===== config.mk =====
export PLATFORM = sky130hd
export DESIGN_NAME = execute_stage
export DESIGN_NICKNAME = d
export VERILOG_FILES = /design/src/rtl/execute_stage.sv
export SDC_FILE = /design/constraint.sdc
export NUM_CORES = 1
export LEC_CHECK = 0
export BUFFER_PORTS_ARGS = -buffer_cell sky130_fd_sc_hd__clkbuf_2
export CAP_MARGIN = 10
export CORE_ASPECT_RATIO = 1.5
export CORE_MARGIN = 2
export CORE_UTILIZATION = 40
export DETAILED_ROUTE_END_ITERATION = 16
export SETUP_SLACK_MARGIN = 0.02
export SLEW_MARGIN = 20
export SYNTH_ARGS = -nofsm -noshare
export SYNTH_HDL_FRONTEND = slang
export SYNTH_SLANG_ARGS = --single-unit

===== constraint.sdc =====
create_clock -name CLK -period 3.2 [get_ports CLK]
set_input_delay 0.16 -clock CLK [delete_from_list [all_inputs] [get_ports CLK]]
set_output_delay 0.16 -clock CLK [all_outputs]
set_load 0.005 [all_outputs]

===== src/rtl/execute_stage.sv =====
// Execute stage: ALU, load/store address generation, iterative 32-cycle unsigned MULTU/DIVU with HI/LO, EX/MEM register.
// Latency: ALU/address ops 1 cycle; MULTU/DIVU hold busy for 32 cycles after acceptance, HI/LO final on the 32nd edge.
// Backpressure: stall_out (combinational) holds the front end while a HI/LO consumer meets a busy unit; EX/MEM takes a bubble meanwhile.
//
// Ports:
//   CLK, RESET (async, active-low)
//   valid_in, opA_in, opB_in, storeData_in, ALU_control_in, writeRegister_in, Instr_in,
//   do_writeback_in, MemRead_in, MemWrite_in, MemtoReg_in, ALUSrc_in    - ID/EX inputs
//   stall_out                                                          - upstream hold
//   aluResult1, readDataB1, Instr1, ALU_control1, writeRegister1,
//   do_writeback1, MemRead1, MemWrite1, MemtoReg1, ALUSrc1             - EX/MEM register
//   busy                                                               - mul/div iterating
module execute_stage (
  input  logic        CLK,
  input  logic        RESET,
  input  logic        valid_in,
  input  logic [31:0] opA_in,
  input  logic [31:0] opB_in,
  input  logic [31:0] storeData_in,
  input  logic [5:0]  ALU_control_in,
  input  logic [4:0]  writeRegister_in,
  input  logic        do_writeback_in,
  input  logic        MemRead_in,
  input  logic        MemWrite_in,
  input  logic        MemtoReg_in,
  input  logic        ALUSrc_in,
  input  logic [31:0] Instr_in,
  output logic        stall_out,
  output logic [31:0] aluResult1,
  output logic [31:0] readDataB1,
  output logic [31:0] Instr1,
  output logic [5:0]  ALU_control1,
  output logic [4:0]  writeRegister1,
  output logic        do_writeback1,
  output logic        MemRead1,
  output logic        MemWrite1,
  output logic        MemtoReg1,
  output logic        ALUSrc1,
  output logic        busy
);

  localparam logic [5:0] C_ADD   = 6'b000001;
  localparam logic [5:0] C_SUB   = 6'b000010;
  localparam logic [5:0] C_AND   = 6'b000011;
  localparam logic [5:0] C_OR    = 6'b000100;
  localparam logic [5:0] C_XOR   = 6'b000101;
  localparam logic [5:0] C_SLT   = 6'b000110;
  localparam logic [5:0] C_SLL   = 6'b000111;
  localparam logic [5:0] C_SRL   = 6'b001000;
  localparam logic [5:0] C_MULTU = 6'b001001;
  localparam logic [5:0] C_DIVU  = 6'b001010;
  localparam logic [5:0] C_MFHI  = 6'b001011;
  localparam logic [5:0] C_MFLO  = 6'b001100;

  // Mul/div state. During iteration HI/LO double as the working registers:
  //   MULTU: {HI,LO} = {partial product, remaining multiplier bits}
  //   DIVU : {HI,LO} = {partial remainder, remaining dividend / quotient bits}
  logic [31:0] r_hi;
  logic [31:0] r_lo;
  logic [31:0] r_operand;   // multiplicand for MULTU, divisor for DIVU
  logic        r_is_div;
  logic        r_busy;
  logic [4:0]  r_cnt;

  logic        w_is_muldiv;
  logic        w_is_hilo;
  logic        w_accept;
  logic        w_bubble;
  logic [31:0] w_alu;
  logic [32:0] w_mul_sum;
  logic [32:0] w_div_sh;
  logic        w_div_ok;
  logic [31:0] w_div_rem;

  assign w_is_muldiv = (ALU_control_in == C_MULTU) || (ALU_control_in == C_DIVU);
  assign w_is_hilo   = w_is_muldiv || (ALU_control_in == C_MFHI) || (ALU_control_in == C_MFLO);

  assign stall_out = valid_in & r_busy & w_is_hilo;
  assign w_accept  = valid_in & ~r_busy & w_is_muldiv;
  assign w_bubble  = ~valid_in | stall_out;
  assign busy      = r_busy;

  // Shift-add step: add multiplicand when the current multiplier bit is set,
  // then shift the whole 65-bit {carry,HI,LO} right by one.
  assign w_mul_sum = {1'b0, r_hi} + (r_lo[0] ? {1'b0, r_operand} : 33'd0);

  // Restoring step: shift next dividend bit into the remainder and subtract
  // if it fits. The partial remainder stays below the divisor, so the
  // shifted value fits 33 bits and a successful difference fits 32 bits.
  // With a zero divisor every step "fits", which naturally yields
  // LO = all ones and HI = dividend after 32 steps.
  assign w_div_sh  = {r_hi, r_lo[31]};
  assign w_div_ok  = (w_div_sh >= {1'b0, r_operand});
  assign w_div_rem = w_div_sh[31:0] - r_operand;

  always_comb begin
    w_alu = opA_in + opB_in;  // load/store address and any unlisted code
    case (ALU_control_in)
      C_ADD:   w_alu = opA_in + opB_in;
      C_SUB:   w_alu = opA_in - opB_in;
      C_AND:   w_alu = opA_in & opB_in;
      C_OR:    w_alu = opA_in | opB_in;
      C_XOR:   w_alu = opA_in ^ opB_in;
      C_SLT:   w_alu = {31'd0, ($signed(opA_in) < $signed(opB_in))};
      C_SLL:   w_alu = opA_in << opB_in[4:0];
      C_SRL:   w_alu = opA_in >> opB_in[4:0];
      C_MULTU: w_alu = 32'd0;
      C_DIVU:  w_alu = 32'd0;
      C_MFHI:  w_alu = r_hi;
      C_MFLO:  w_alu = r_lo;
      default: w_alu = opA_in + opB_in;
    endcase
  end

  always_ff @(posedge CLK or negedge RESET) begin
    if (!RESET) begin
      r_hi      <= 32'd0;
      r_lo      <= 32'd0;
      r_operand <= 32'd0;
      r_is_div  <= 1'b0;
      r_busy    <= 1'b0;
      r_cnt     <= 5'd0;
    end else if (r_busy) begin
      if (r_is_div) begin
        r_hi <= w_div_ok ? w_div_rem : w_div_sh[31:0];
        r_lo <= {r_lo[30:0], w_div_ok};
      end else begin
        {r_hi, r_lo} <= {w_mul_sum, r_lo[31:1]};
      end
      r_cnt <= r_cnt + 5'd1;
      // 32nd step completes on this edge
      if (r_cnt == 5'd31) begin
        r_busy <= 1'b0;
      end
    end else if (w_accept) begin
      r_busy    <= 1'b1;
      r_cnt     <= 5'd0;
      r_is_div  <= (ALU_control_in == C_DIVU);
      r_hi      <= 32'd0;
      r_lo      <= (ALU_control_in == C_DIVU) ? opA_in : opB_in;
      r_operand <= (ALU_control_in == C_DIVU) ? opB_in : opA_in;
    end
  end

  // EX/MEM pipeline register
  always_ff @(posedge CLK or negedge RESET) begin
    if (!RESET) begin
      aluResult1     <= 32'd0;
      readDataB1     <= 32'd0;
      Instr1         <= 32'd0;
      ALU_control1   <= 6'd0;
      writeRegister1 <= 5'd0;
      do_writeback1  <= 1'b0;
      MemRead1       <= 1'b0;
      MemWrite1      <= 1'b0;
      MemtoReg1      <= 1'b0;
      ALUSrc1        <= 1'b0;
    end else if (w_bubble) begin
      aluResult1     <= 32'd0;
      readDataB1     <= 32'd0;
      Instr1         <= 32'd0;
      ALU_control1   <= 6'd0;
      writeRegister1 <= 5'd0;
      do_writeback1  <= 1'b0;
      MemRead1       <= 1'b0;
      MemWrite1      <= 1'b0;
      MemtoReg1      <= 1'b0;
      ALUSrc1        <= 1'b0;
    end else begin
      aluResult1     <= w_alu;
      readDataB1     <= storeData_in;
      Instr1         <= Instr_in;
      ALU_control1   <= ALU_control_in;
      writeRegister1 <= writeRegister_in;
      // an accepted MULTU/DIVU retires without writing a register
      do_writeback1  <= do_writeback_in & ~w_is_muldiv;
      MemRead1       <= MemRead_in;
      MemWrite1      <= MemWrite_in;
      MemtoReg1      <= MemtoReg_in;
      ALUSrc1        <= ALUSrc_in;
    end
  end

endmodule

---- Word level (Yosys, flattened, before mapping) ----
Index checks and enable logic that the tools add are counted.
Widths: inputs -> output; s select.
word-level totals
  register bits after elaboration ......... 215
  latch bits .............................. 0
  bits in writable memories ............... 0
  memory bits (read-only) ................. 0
  input bits .............................. 147
  output and inout port bits .............. 114
  memories kept ........................... 0
operators by class
  $add $sub $neg .......................... 5
  multiply operators ...................... 0
  div/mod/pow operators ................... 0
  order comparisons ....................... 2
  equality and inequality tests ........... 12
  shift operators ......................... 2
  multiplexer cells ....................... 26
  bitwise gates (word level) .............. 12
  reductions and logical operators ........ 6
operators with widths
  kind                 number
  $mux 32              13
  $pmux 32 s10         1
  $sub 32x32->32       2
  $add 32x32->33       1
  $ge 33x32->1         1
  $add 32x32->32       1
  $and 32x32->32       1
  $lt 32x32->1         1
  $or 32x32->32        1
  $shl 32x5->32        1
  $shr 32x5->32        1
  $xor 32x32->32       1
  $eq 6x4->1 const B   5
  $eq 6x3->1 const B   4
  $mux 5               3
  $eq 6x2->1 const B   2
  $mux 1               8
  $mux 6               1
  $add 5x1->5 const B  1
  $and 1x1->1          5
  $eq 5x5->1 const B   1
  $logic_or 1x1->1     3
  $not 1->1            3
  $reduce_and 2->1     1
  3 further kinds      3

---- Logic depth before layout (Yosys ltp) ----
  word-level depth ........................ 7
  mapped depth ............................ 16
  depth with buffers taken out ............ 14

---- Least setup slack after synthesis ----
OpenSTA, ideal clock, no wires.
  path kind ............................... in2reg
  from .................................... in opB_in[2]
  to ...................................... reg aluResult1[29]
  setup time .............................. 0.069 ns
  data arrival time ....................... 3.696 ns
  required time ........................... 3.131 ns
  setup slack ............................. -0.566 ns
  cell stages on the path ................. 16
  buffers on the path ..................... 4
  cells stage by stage .................... clkbuf_1 -> inv_1 -> buf_2 -> buf_2 -> clkbuf_1 -> ha_1 -> inv_1 -> a21oi_1 -> o31ai_1 -> a221oi_2 -> o21ai_1 -> a211o_1 -> a21o_1 -> a211oi_1 -> or4_1 -> nand3b_1
between the ends
  word-level cells in the longest chain between the ends .. 3
  elaborated cells between the ends (all ways) .. 6
  those cells by class .................... add/sub: 2; shift: 2; mux: 2
RTL lines
  item                                    RTL line  source
  start: declaration                      18        input logic [31:0] opB_in,
  $add 32x32->32 (tied with other cells)  99, 111
  $pmux 32 s10 *                          98        case (ALU_control_in)
  $mux 32 *                               158       end else if (w_bubble) begin
  end signal: assignment                  170       aluResult1 <= w_alu;
  end: declaration                        29        output logic [31:0] aluResult1,
Mark *: on every way between the ends. The rest lies on a longest branch, timed or not.
A chain may end at the register's enable or synchronous reset.

---- Worst setup path after layout ----
  from .................................... reg r_operand[0]
  to ...................................... reg r_hi[31]
between the ends
  word-level cells in the longest chain between the ends .. 4
  elaborated cells between the ends (all ways) .. 7
  those cells by class .................... add/sub: 2; order compare: 1; mux: 4
RTL lines
  item                                       RTL line  source
  start: declaration                         60        logic [31:0] r_operand;
  start signal: assignment                   141       r_operand <= (ALU_control_in == C_DIVU) ? opB_in : opA_in;
  $mux 32 (tied with other cells)            85        assign w_mul_sum = {1'b0, r_hi} + (r_lo[0] ? {1'b0, r_operand} : 33'd0);
  $add 32x32->33 or $mux 32 (tied branches)  85, 125
  $mux 32 *                                  124       if (r_is_div) begin
  $mux 32 *                                  123       end else if (r_busy) begin
  end signal: assignment                     125       r_hi <= w_div_ok ? w_div_rem : w_div_sh[31:0];
  end signal: assignment                     128       {r_hi, r_lo} <= {w_mul_sum, r_lo[31:1]};
  end: declaration                           58        logic [31:0] r_hi;
Marked as above.

==> metrics.md <==
| Metric | Value |
|---|---|
| Outcome | `finished, violations left` |
| Violated checks | `negative setup slack` |
| Initial antenna violation count | `5` |
| Fin util | `53.3%` |
| First-pass GRT wire length | `approximately 140 mm` |
| Relative slew slack | `around 22%` |
| Register-to-Register Setup Slack | `-40 ps` |
| Hpwl dp | `75.4 mm` |
| Clock-pin transition on the worst setup and hold timing paths | `approximately 80 ps` |
| Synth area leader | `dfrtp_1` |
| Routed vias | `approximately 23k` |
| Setup WS post-layout | `-44.3 ps` |
| Worst Path Max Fanout | `3` |
| Hold EP | `ALU_control1[0]$_DFF_PN0_` |
| Insertion delay to the later sink of the worst-skew pair | `~560 ps` |
| Simple logic cell fraction of the synthesized area | `between 10% and 20%` |
| P&R area growth vs syn | `31.6%` |
| Crit path arrival time | `3680 ps` |
| Synthesized cell area | `between 0.02 and 0.025 mm2` |
| Final Hold Violating Endpoints | `0` |
| Main combinational cell family by area after synthesis | `compound AO/OA/AOI/OAI gates` |
| Clk sinks | `215` |
| Most common cell on crit path | `a211oi_2` |
| EDFF count, synth | `0` |
| Worst r2r path cells | `15` |
| Syn avg cell area | `8.07 um2` |
| Via density per instance | `between 6 and 7` |
| Layout cells sized above 1 | `27.3%` |
| DP Cell Count | `approximately 3.7k` |
| CP Buf/Inv Count | `2` |
| IR drop worst, VDD | `between 0.6 and 0.7 mV` |
| Mux cell area share after synthesis | `under 10%` |
| Drt wl/cell | `approximately 26 um` |
| Initial Utilization | `40.5%` |
| Root Driver | `clkbuf_16` |
| Final Total Pwr | `~20 mW` |
| Synth warn | `0` |
| Synth area leaders | `dfrtp_1 26%, ha_1 9.7%, a21oi_1 6.0%` |
| Crit Path Class | `flip-flop to flip-flop` |
| Placeable Area | `approximately 0.052 mm2` |
| Die area | `between 0.05 and 0.06 mm2` |
| Clock buffer depth | `3` |
| TritonCTS buffer count | `23` |
| Gate Count Post-Synth | `~2.6k` |
| Count of input and output buffers | `260` |
| Routability congestion estimate from global placement | `around 1.0` |
| Global route overflow | `0` |
| Max frequency | `roughly 310 MHz` |
| Chip height | `~280 um` |
| Pin count of the biggest net entering global routing | `roughly 110` |
| Crit path max-delay family | `compound AO/OA/AOI/OAI gates` |
| Post-layout min period | `3240 ps` |
| DRC marker count from the first detailed-route iteration | `~2.4k` |
| Setup violators final | `3` |
| Worst hold start | `ALU_control_in[0]` |
| CP startpoint kind | `flip-flop` |
| Worst path cell trace | `buf_6, and2_4, ha_4, fa_2, a211oi_2, o21a_1, o21ai_2, a21o_1, a211oi_2, buf_4, o31ai_4, a211oi_2, nor3_1, nor4b_1, nor4_1` |
| Flip-flop and latch count after synthesis | `215` |
| Worst-margin pin slew | `about 1200 ps` |
| GRT Overall Usage | `about a third` |
| Share of the synthesized area in the top cell type | `between 20% and 30%` |
| Fin crit share | `101%` |
| Vias in the first global route | `roughly 23k` |
| Asr flop ratio synth | `100%` |
| Count leader, synth | `nor2_1` |
| Post-route ant nets | `0` |
| Main synth FF type | `dfrtp_1` |
| Max-cap violations | `0` |
| R2R Path End | `r_hi[31]$_DFFE_PN0P_` |
| Pwr Density | `between 700 and 800 mW/mm2` |
| Sequential area share after synthesis | `~26%` |
| Final wirelength | `98.4 mm` |
| Number of top-level pins | `between 200 and 300` |
| Worst hold slack | `roughly 33 ps` |
| Post-Synth XOR/XNOR Area | `3.68%` |
| Post-synthesis cell type count | `just under 100` |
| Max-slew violations | `0` |
| Synth Area in Adders | `between 10% and 20%` |
| Final net count | `roughly 3.5k` |
| Hold Path Class | `primary input to flip-flop` |
| Num rows | `102` |
| RR Startpoint | `r_operand[0]$_DFFE_PN0P_` |
| Synth top cells by count | `252 x nor2_1, 250 x a21oi_1, 215 x dfrtp_1` |
| CP max stage delay | `420 ps` |
| CP Depth | `15` |
| CP endpoint kind | `flip-flop` |
| DR DRC count | `0` |
| Post-route insts no fill | `3849` |
| Worst Clk Skew | `12.9 ps` |
| Pre-CTS WS | `-283 ps` |
| # H-tree levels | `1` |
| Synth Net Count | `a little under 3k` |
| Static Leakage | `about 13 nW` |
| First-pass iteration count of the detailed router | `7` |
| Setup repair after global routing missed its margin | `yes` |
| Slowest cell on crit path | `fa_2` |
| CP required | `approximately 3600 ps` |
| CTS tree | `done` |
| Hold depth | `2` |
| Compound-gate portion of the synthesized area | `between 20% and 30%` |
| Chip width | `between 150 and 200 um` |
cells by family after synthesis:
family          after synthesis
compound gates              912
simple gates                750
buf+inv                     336
flops                       215
fa+ha+maj                   167
mux                         130
xor+xnor                     88
state kept, by name, indices dropped and copies added, names as in the netlist, 5 cells and up:
register / cells
Instr1: 32
aluResult1: 32
r_hi: 32
r_lo: 32
r_operand: 32
readDataB1: 32
ALU_control1: 6
r_cnt: 5
writeRegister1: 5
placed cells by master (no fill, tap or decap), types with 27 or more instances in the layout:
cell,n
xnor2_1,61
o21ai_0,203
dfrtp_1,208
nor2_1,246
inv_1,127
a21o_1,53
a21oi_1,235
clkbuf_2,258
mux2i_1,102
a22oi_1,40
and3_1,88
and2_1,37
a211oi_1,58
a221oi_1,33
nand2_1,209
xor2_1,27
buf_4,368
dlygate4sd3_1,79
ha_1,138
where the power goes:
| part | switching [mW] | leakage [nW] | total (mW) | internal, mW |
|---|---|---|---|---|
| combinational | 6.68 | 10.1 | 12.6 | 5.91 |
| sequential | 0.705 | 2.59 | 4.09 | 3.38 |
| clock | 1.28 | 0.370 | 2.90 | 1.61 |
per-layer routing:
layer / vias up / GRT usage, % / wire, um
li1: 10600 / - / -
met1: 11300 / 40.4 / 36800
met2: 1148 / 61.6 / 47800
met3: 282 / 4.42 / 6440
met4: 4 / 22.2 / 7360
met5: - / 0 / 24
worst register-to-register path, stage by stage, from the launching register on:
cell	delay, ps
dfrtp_1	400
buf_6	130
and2_4	150
ha_4	160
fa_2	420
a211oi_2	200
o21a_1	180
o21ai_2	80
a21o_1	220
a211oi_2	210
buf_4	180
o31ai_4	90
a211oi_2	240
nor3_1	80
nor4b_1	290
nor4_1	90
area by class of cell:
class | instances | area [um2]
fillers | 4831 | 24100
multi-input cells | 2047 | 14700
flip-flops and latches | 215 | 5390
repair buffers | 727 | 5270
well taps | 676 | 846
clock buffers | 27 | 601
inverters | 140 | 528
clock inverters | 14 | 183
diodes | 3 | 7.51
through the flow:
| stage | cell area [um2] | TNS [ps] |
|---|---|---|
| 3_3_place_gp | 25100 | -3910 |
| 4_1_cts | 27200 | 0 |
| 5_1_grt | 27600 | -582 |
| 3_5_place_dp | 25100 | -5900 |
| 2_1_floorplan | 21100 | 0 |
| 6_report | 27600 | -93.6 |
repair_timing:
action,CTS,global route
gates cloned,2,1
endpoints found under the hold margin,180,0
resized for setup,74,50
pin swaps,30,20
endpoints found under the setup margin,33,36
buffers inserted,10,9
hold buffers,79,0
how the worst max path moves through the flow:
stage,slack [ps],to,from
3_3_place_gp,-260,r_hi[30]$_DFFE_PN0P_,r_lo[0]$_DFFE_PN0P_
3_5_place_dp,-280,r_hi[30]$_DFFE_PN0P_,r_lo[0]$_DFFE_PN0P_
2_1_floorplan,20,aluResult1[30]$_DFF_PN0_,opB_in[1]
6_report,-40,r_hi[31]$_DFFE_PN0P_,r_operand[0]$_DFFE_PN0P_
4_1_cts,2,r_hi[27]$_DFFE_PN0P_,r_lo[0]$_DFFE_PN0P_
5_1_grt,-140,r_hi[27]$_DFFE_PN0P_,r_operand[0]$_DFFE_PN0P_
Note: power is estimated with default switching activity, not from simulation.
